[src/rtl/vga_pattern_gen.sv]
// Parametrised VGA timing and test-pattern generator. Every output is registered on the
// pixel enable that follows the h/v counter state it describes, so sync, blank, X/Y and RGB stay aligned.
`timescale 1ns/1ps
module vga_pattern_gen #(
    parameter int   H_ACTIVE = 640,
    parameter int   H_FP     = 16,
    parameter int   H_SYNC   = 96,
    parameter int   H_BP     = 48,
    parameter int   V_ACTIVE = 480,
    parameter int   V_FP     = 10,
    parameter int   V_SYNC   = 2,
    parameter int   V_BP     = 33,
    parameter int   CLK_DIV  = 2,
    parameter logic HS_POL   = 1'b0,
    parameter logic VS_POL   = 1'b0,
    parameter int   COLOR_W  = 8,
    localparam int  H_TOTAL  = H_ACTIVE + H_FP + H_SYNC + H_BP,
    localparam int  V_TOTAL  = V_ACTIVE + V_FP + V_SYNC + V_BP,
    localparam int  XW       = $clog2(H_TOTAL),
    localparam int  YW       = $clog2(V_TOTAL)
) (
    input  logic               Clk,
    input  logic               Rst_n,
    input  logic               i_En,
    input  logic [1:0]         i_Mode,
    input  logic [1:0]         i_ColorSel,
    output logic               o_PixEn,
    output logic               o_Hsync,
    output logic               o_Vsync,
    output logic               o_Blank_n,
    output logic               o_Frame,
    output logic [XW-1:0]      o_X,
    output logic [YW-1:0]      o_Y,
    output logic [COLOR_W-1:0] o_Red,
    output logic [COLOR_W-1:0] o_Green,
    output logic [COLOR_W-1:0] o_Blue
);

    localparam int DW       = (CLK_DIV > 1) ? $clog2(CLK_DIV) : 1;
    localparam int BAR_W    = (H_ACTIVE / 8 > 0) ? H_ACTIVE / 8 : 1;
    localparam int HS_START = H_ACTIVE + H_FP;
    localparam int HS_END   = HS_START + H_SYNC;
    localparam int VS_START = V_ACTIVE + V_FP;
    localparam int VS_END   = VS_START + V_SYNC;

    logic [DW-1:0]      div_r;
    logic [XW-1:0]      h_r;
    logic [YW-1:0]      v_r;
    logic [1:0]         mode_r;
    logic [1:0]         color_r;

    logic               last_div_s;
    logic               pix_en_s;
    logic               frame_start_s;
    logic               active_s;
    logic               hs_on_s;
    logic               vs_on_s;
    logic [1:0]         mode_s;
    logic [1:0]         color_s;
    logic [XW-1:0]      bar_q_s;
    logic [2:0]         bar_idx_s;
    logic               checker_s;
    logic [COLOR_W-1:0] red_s;
    logic [COLOR_W-1:0] green_s;
    logic [COLOR_W-1:0] blue_s;

    function automatic logic [2:0] solid_rgb(input logic [1:0] sel);
        case (sel)
            2'd0:    solid_rgb = 3'b100;
            2'd1:    solid_rgb = 3'b010;
            2'd2:    solid_rgb = 3'b001;
            2'd3:    solid_rgb = 3'b111;
            default: solid_rgb = 3'b111;
        endcase
    endfunction

    // Bars left to right: white, yellow, cyan, green, magenta, red, blue, black.
    function automatic logic [2:0] bar_rgb(input logic [2:0] idx);
        case (idx)
            3'd0:    bar_rgb = 3'b111;
            3'd1:    bar_rgb = 3'b110;
            3'd2:    bar_rgb = 3'b011;
            3'd3:    bar_rgb = 3'b010;
            3'd4:    bar_rgb = 3'b101;
            3'd5:    bar_rgb = 3'b100;
            3'd6:    bar_rgb = 3'b001;
            3'd7:    bar_rgb = 3'b000;
            default: bar_rgb = 3'b000;
        endcase
    endfunction

    function automatic logic [COLOR_W-1:0] chan(input logic on);
        chan = on ? {COLOR_W{1'b1}} : {COLOR_W{1'b0}};
    endfunction

    // Timing decode of the current counter state.
    always_comb begin
        last_div_s    = (div_r == DW'(CLK_DIV - 1));
        pix_en_s      = i_En && last_div_s;
        frame_start_s = (h_r == {XW{1'b0}}) && (v_r == {YW{1'b0}});
        active_s      = (h_r < XW'(H_ACTIVE)) && (v_r < YW'(V_ACTIVE));
        hs_on_s       = (h_r >= XW'(HS_START)) && (h_r <= XW'(HS_END - 1));
        vs_on_s       = (v_r >= YW'(VS_START)) && (v_r <= YW'(VS_END - 1));
        // The frame's first pixel already uses the freshly sampled selection.
        mode_s        = frame_start_s ? i_Mode : mode_r;
        color_s       = frame_start_s ? i_ColorSel : color_r;
    end

    // Pattern colour for the current counter position.
    always_comb begin
        bar_q_s   = h_r / XW'(BAR_W);
        bar_idx_s = (bar_q_s > XW'(7)) ? 3'd7 : bar_q_s[2:0];
        checker_s = ((h_r & XW'(32)) != {XW{1'b0}}) ^ ((v_r & YW'(32)) != {YW{1'b0}});
        red_s     = {COLOR_W{1'b0}};
        green_s   = {COLOR_W{1'b0}};
        blue_s    = {COLOR_W{1'b0}};
        if (active_s) begin
            case (mode_s)
                2'd0: begin
                    red_s   = chan(solid_rgb(color_s)[2]);
                    green_s = chan(solid_rgb(color_s)[1]);
                    blue_s  = chan(solid_rgb(color_s)[0]);
                end
                2'd1: begin
                    red_s   = chan(bar_rgb(bar_idx_s)[2]);
                    green_s = chan(bar_rgb(bar_idx_s)[1]);
                    blue_s  = chan(bar_rgb(bar_idx_s)[0]);
                end
                2'd2: begin
                    red_s   = chan(checker_s);
                    green_s = chan(checker_s);
                    blue_s  = chan(checker_s);
                end
                2'd3: begin
                    red_s   = COLOR_W'(h_r);
                    green_s = COLOR_W'(v_r);
                    blue_s  = COLOR_W'(h_r) + COLOR_W'(v_r);
                end
                default: begin
                    red_s   = {COLOR_W{1'b0}};
                    green_s = {COLOR_W{1'b0}};
                    blue_s  = {COLOR_W{1'b0}};
                end
            endcase
        end else begin
            red_s   = {COLOR_W{1'b0}};
            green_s = {COLOR_W{1'b0}};
            blue_s  = {COLOR_W{1'b0}};
        end
    end

    // Clock divider, h/v counters and per-frame mode latch.
    always_ff @(posedge Clk or negedge Rst_n) begin
        if (!Rst_n) begin
            div_r   <= {DW{1'b0}};
            h_r     <= {XW{1'b0}};
            v_r     <= {YW{1'b0}};
            mode_r  <= 2'd0;
            color_r <= 2'd0;
        end else if (!i_En) begin
            div_r   <= {DW{1'b0}};
            h_r     <= {XW{1'b0}};
            v_r     <= {YW{1'b0}};
            mode_r  <= 2'd0;
            color_r <= 2'd0;
        end else begin
            div_r <= last_div_s ? {DW{1'b0}} : div_r + DW'(1);
            if (pix_en_s) begin
                mode_r  <= mode_s;
                color_r <= color_s;
                if (h_r == XW'(H_TOTAL - 1)) begin
                    h_r <= {XW{1'b0}};
                    v_r <= (v_r == YW'(V_TOTAL - 1)) ? {YW{1'b0}} : v_r + YW'(1);
                end else begin
                    h_r <= h_r + XW'(1);
                end
            end
        end
    end

    // Registered video outputs, updated only on the pixel enable.
    always_ff @(posedge Clk or negedge Rst_n) begin
        if (!Rst_n) begin
            o_PixEn   <= 1'b0;
            o_Hsync   <= ~HS_POL;
            o_Vsync   <= ~VS_POL;
            o_Blank_n <= 1'b0;
            o_Frame   <= 1'b0;
            o_X       <= {XW{1'b0}};
            o_Y       <= {YW{1'b0}};
            o_Red     <= {COLOR_W{1'b0}};
            o_Green   <= {COLOR_W{1'b0}};
            o_Blue    <= {COLOR_W{1'b0}};
        end else if (!i_En) begin
            o_PixEn   <= 1'b0;
            o_Hsync   <= ~HS_POL;
            o_Vsync   <= ~VS_POL;
            o_Blank_n <= 1'b0;
            o_Frame   <= 1'b0;
            o_X       <= {XW{1'b0}};
            o_Y       <= {YW{1'b0}};
            o_Red     <= {COLOR_W{1'b0}};
            o_Green   <= {COLOR_W{1'b0}};
            o_Blue    <= {COLOR_W{1'b0}};
        end else begin
            o_PixEn <= pix_en_s;
            if (pix_en_s) begin
                o_Hsync   <= hs_on_s ? HS_POL : ~HS_POL;
                o_Vsync   <= vs_on_s ? VS_POL : ~VS_POL;
                o_Blank_n <= active_s;
                o_Frame   <= frame_start_s;
                o_Red     <= red_s;
                o_Green   <= green_s;
                o_Blue    <= blue_s;
                if (active_s) begin
                    o_X <= h_r;
                    o_Y <= v_r;
                end
            end
        end
    end

endmodule

[config.mk]
export PLATFORM = sky130hd
export DESIGN_NAME = vga_pattern_gen
export DESIGN_NICKNAME = d
export VERILOG_FILES = /design/src/rtl/vga_pattern_gen.sv
export SDC_FILE = /design/constraint.sdc
export NUM_CORES = 1
export LEC_CHECK = 0
export BUFFER_PORTS_ARGS = -buffer_cell sky130_fd_sc_hd__clkbuf_2
export CORE_MARGIN = 5
export CORE_UTILIZATION = 55
export DETAILED_ROUTE_END_ITERATION = 10
export PLACE_DENSITY_LB_ADDON = 0.08
export SLEW_MARGIN = 0
export SYNTH_ARGS = -nofsm -noshare
export SYNTH_HDL_FRONTEND = slang
export SYNTH_SLANG_ARGS = --single-unit
[constraint.sdc]
create_clock -name Clk -period 5.8 [get_ports Clk]
set_input_delay 0.58 -clock Clk [delete_from_list [all_inputs] [get_ports Clk]]
set_output_delay 0.58 -clock Clk [all_outputs]
set_load 0.03 [all_outputs]
After elaboration in Yosys (flattened, before gate mapping)
Memory sizes are Yosys's and may differ from the RTL's.
Cells that the tools add are included.
Operators by class
  add/sub/neg operators: 4
  divide/modulo/power cells: 1
  magnitude comparators: 7
  equal/unequal tests: 11
  muxes and demuxes: 61
  bitwise logic cells: 1
  reductions and logical operators: 11
Operator list (count)
  $mux 10: 13
  $mux 8: 16
  $pmux 8 s4: 3
  $add 10x1->10 const B: 2
  $eq 10x10->1 const B: 2
  $logic_not 10->1: 2
  $mux 2: 8
  $mux 1: 15
  $mux 3: 5
  $pmux 3 s4: 1
  $div 10x7->10 const B: 1
  $ge 10x10->1 const B: 1
  $ge 10x9->1 const B: 1
  $gt 10x3->1 const B: 1
  $le 10x10->1 const B: 1
  $le 10x9->1 const B: 1
  $lt 10x10->1 const B: 1
  $lt 10x9->1 const B: 1
  $add 8x8->8: 1
  $eq 2x2->1 const B: 4
  $ne 2x1->1 const B: 3
  $logic_and 1x1->1: 5
  $eq 2x1->1 const B: 2
  $logic_not 2->1: 2
  other kinds (3): 4
Storage, ports and cells
  register bits after elaboration: 74
  bits in read-only memories: 72
  input port bits: 7
  output and inout port bits: 49
  word-level logic and storage cells: 114
  memories: 3
Memories
  (no name shown): depth 8, width 3, rd ports 1, clocked after memory_dff 0, wr ports 0, line 79  | case (idx)
  (no name shown): depth 8, width 3, rd ports 1, clocked after memory_dff 0, wr ports 0, line 79
  (no name shown): depth 8, width 3, rd ports 1, clocked after memory_dff 0, wr ports 0, line 79

Logic depth before layout (Yosys ltp)
  depth in word-level cells: 12
  gate-level depth with buffers: 9
  gate-level depth less buffers: 8

Least setup slack after synthesis
Ideal clock, no wire load.
  path kind: register -> register
  start: reg h_r[1]
  end: reg o_Blue[3]
  library setup time: 0.126 ns
  data arrival time: 2.024 ns
  required time: 5.674 ns
  slack: 3.650 ns
  stages on the path, launching flop included: 9
  buffers on the path: 0
  clock period less this slack: 2.150 ns
  path through: dfrtp_1 > inv_1 > ha_1 > nor4b_2 > nand4_2 > nor2_8 > mux2i_1 > o311a_4 > a221o_1
On the way
  longest elaborated chain between the ends: 12
  elaborated cells on any way between the ends: 30
  those cells by class: add/sub (1); div (1); order compare (2); eq/ne (6); mux (14); reduce/logical (5); memory (1)
RTL lines
  start, declared: line 47  | logic [XW-1:0] h_r;
  start signal, assigned: line 156  | h_r <= {XW{1'b0}};
  start signal, assigned: line 162  | h_r <= {XW{1'b0}};
  start signal, assigned: line 172  | h_r <= {XW{1'b0}};
  parallel branches: the longest is 9 deep, another holds $div 10x7->10
  $mux 8 *: line 117  | if (active_s) begin
  $mux 8 *: line 207  | if (pix_en_s) begin
  $mux 8 *: line 194  | end else if (!i_En) begin
  end signal, assigned: line 193  | o_Blue <= {COLOR_W{1'b0}};
  end signal, assigned: line 204  | o_Blue <= {COLOR_W{1'b0}};
  end signal, assigned: line 214  | o_Blue <= blue_s;
  end, declared: line 36  | output logic [COLOR_W-1:0] o_Blue
Mark *: on every way between the ends. The select of a mux whose other input is x is not followed.
A chain may end at the register's enable or synchronous reset.

Worst setup path after layout
  start: reg h_r[7]
  end: reg o_Green[7]
On the way
  longest elaborated chain between the ends: 12
  elaborated cells on any way between the ends: 29
  those cells by class: div (1); order compare (2); eq/ne (6); mux (14); reduce/logical (5); memory (1)
RTL lines
  parallel branches: the longest is 9 deep, another holds $div 10x7->10
  $mux 8 *: line 117
  $mux 8 *: line 207
  $mux 8 *: line 194
  end signal, assigned: line 192  | o_Green <= {COLOR_W{1'b0}};
  end signal, assigned: line 203  | o_Green <= {COLOR_W{1'b0}};
  end signal, assigned: line 213  | o_Green <= green_s;
  end, declared: line 35  | output logic [COLOR_W-1:0] o_Green,
Marks and branches as above.

==> run summary <==
Hold WC Path Type = in -> async
share of cells above drive strength 1 = 0.2196
final net count = 402
final setup vio count = 0
Cell Area, Synth = 3704 sq um
fmax = 375.0 MHz
Overall Global Routing Usage = 0.2140
final wirelength = 8626 um
root buffer cell = clkbuf_8
worst path arrival time = 2.94 ns
post-route setup slack = 3.133 ns
H-tree lvl count = 3
Top Layer Used = met4
worst setup path class = reg -> reg
fin crit share = 0.4598
vias = 2815
synth cell count leaders = dfrtp_1, nor2_1, a221o_1
Detailed Place HPWL = 5752 um
count of different cell masters after synthesis = 53
worst skew pair latency = 0.35 ns
Leak = 0.002031 uW
Place WS = 3.050 ns
vias in the first global route = 2746
Post-CTS Setup Bufs = 0
Period minus WS final = 2.667 ns
routability cong. = 0.8810
cell count after synthesis = 338
total power = 1127 uW
Setup TNS = 0 ns
# port buffers = 55
initial antenna violation count = 0
DR WL met3 = 452 um
drt initial violations = 141
warnings from Yosys = 0
diode count = 0
Async S/R FF share, synth = 1.000
Startpoint Class = flip-flop
Slew @ Worst Pin = 0.9665 ns
count leader, synth = dfrtp_1
DIE AREA = 8475 sq um
largest net degree at the start of global routing = 75
relative max-transition margin = 0.3472
syn nets = 357
ANT nets after route = 0
r2r startpoint = h_r[7]$_DFFE_PN0P_
global-route wire length before repair = 14170 um
sequential area share after synthesis = 0.5007
Worst setup startpoint = h_r[7]$_DFFE_PN0P_
met2 WL = 3850 um
grt total ovfl = 0
Max Fanout on Critical Path = 23
# clock sinks = 74
DP Cell Count = 452
Synth area leader = dfrtp_1
final setup skew = 0.01267 ns
Hold Buf Count CTS = 0
area grow syn2layout = 12.33%
PD cells = 270.9 nW/um^2
Die X = 92.06 um
fraction of power consumed by sequential logic = 0.514
per-cell routed wire length = 18.47 um
Max Buffers Root-to-Sink = 2
CTS tree = done
core area = 6681 sq um
cts repair resizes = 0
worst path required time = 6.08 ns
Die Height = 92.06 um
status = finished clean
crit end category = flip-flop
I/O pins = 56
DR vias/cell = 6.028
Worst VDD drop = 0.1741 mV
post-route insts no fill = 467
Metal-1 WL = 4133 um
Post-synth EDFFs = 0
Mean Syn Cell Area = 10.96 sq um
Synth area leaders = dfrtp_1, a221o_1, a22o_1
Rows = 30
ys flop type = dfrtp_1
Initial Util = 0.5543
clock group share of total power = 0.308
Switching Fraction = 0.3088
clock-pin slew on the worst setup and hold paths = 0.07 ns
drc violations = 0
Yosys reg bits = 74
Logic pwr share = 0.178
NetSw = 348.0 uW
endpoints failing hold = 0
max-cap violation count = 0
RSZ-0062 raised after global routing = no
drt pass-1 iters = 4
total CTS buffers = 9
top-area cell type share of the netlist area = 0.4865
design internal power = 778.8 uW
Final Max Slew Viols = 0
-- cells in the final DEF, fill, tap and decap left out, types with 5 or more instances in the layout --
cell      synthesis  final
dfrtp_1          72     72
clkbuf_2          0     54
nor2_1           26     26
a221o_1          24     24
a22o_1           20     20
o21ai_0          19     19
inv_1            14     14
xnor2_1          14     14
a21oi_1          12     12
nand3_1          11     11
nor3_1           11     11
ha_1             11     11
mux2i_1          10     10
nand2_1          10     10
clkbuf_8          0     10
xor2_1            5      5
-- critical path: stages, from the launching register on --
cell	delay [ns]
dfrtp_1	0.59
o21ai_0	0.30
and4_1	0.77
nand2_1	0.10
mux2i_1	0.29
o211a_1	0.38
a221o_1	0.16
-- sequential cells by signal (all words and copies together) (netlist names), 2 cells and up --
name and flops:
o_Y 10, o_X 10, o_Green 8, v_r 10, mode_r 2, h_r 10, o_Blue 8, color_r 2
o_Red 8
-- metal layers --
layer / up-vias / global-route usage
met3: 16 / 0.04102
met4: 0 / 0.09530
met2: 91 / 0.3169
met1: 1361 / 0.3048
met5: - / 0
li1: 1347 / -
-- logic make-up after synthesis --
kind of cell / after synthesis / synth area share
mux: 10 / 0.02703
xor+xnor: 19 / 0.04493
simple gates: 86 / 0.1321
compound gates: 98 / 0.2061
flops: 74 / 0.5007
fa+ha+maj: 13 / 0.04527
buf+inv: 38 / 0.04392
-- worst paths after layout --
| kind | end | slack (ns) | cells past startpoint |
|---|---|---|---|
| min in group Clk | o_Blank_n$_DFFE_PN0P_ | 0.48 | 1 |
| max | o_Green[7]$_DFFE_PN0P_ | 3.13 | 6 |
| max reg2reg | o_Green[7]$_DFFE_PN0P_ | 3.13 | 6 |
| min reg2reg | o_Blank_n$_DFFE_PN0P_ | 0.48 | 1 |
| min | o_Green[4]$_DFFE_PN0P_ | 0.44 | 2 |
| max in group asynchronous | o_Red[0]$_DFFE_PN0P_ | 4.74 | 2 |
-- per-stage QoR --
stage	instance area, sq um	hold WS [ns]	util
finish	4160	0.4407	0.6227
global placement	3991	0.4683	0.5974
CTS	4160	0.4775	0.6227
detailed placement	3991	0.4722	0.5974
floorplan	3704	0.2844	-
global route	4160	0.4962	0.6227
-- cell type report --
class | instances | area (sq um)
fillers | 568 | 2521
clock buffers | 10 | 137.6
flip-flops and latches | 74 | 1854
well taps | 80 | 100.1
multi-input cells | 226 | 1687
repair buffers | 58 | 297.8
clock inverters | 5 | 31.28
inverters | 14 | 52.55
-- power groups by stage --
stage                     Clock (uW)  Sequential, uW  Combinational, uW
after detailed placement           0             589                203
after global placement             0             589                200
after floorplan                    0             632               93.3
after global routing             384             584                218
after CTS                        355             579                203
final                            347             579                201
No activity file was read; power rests on OpenSTA's default activity.
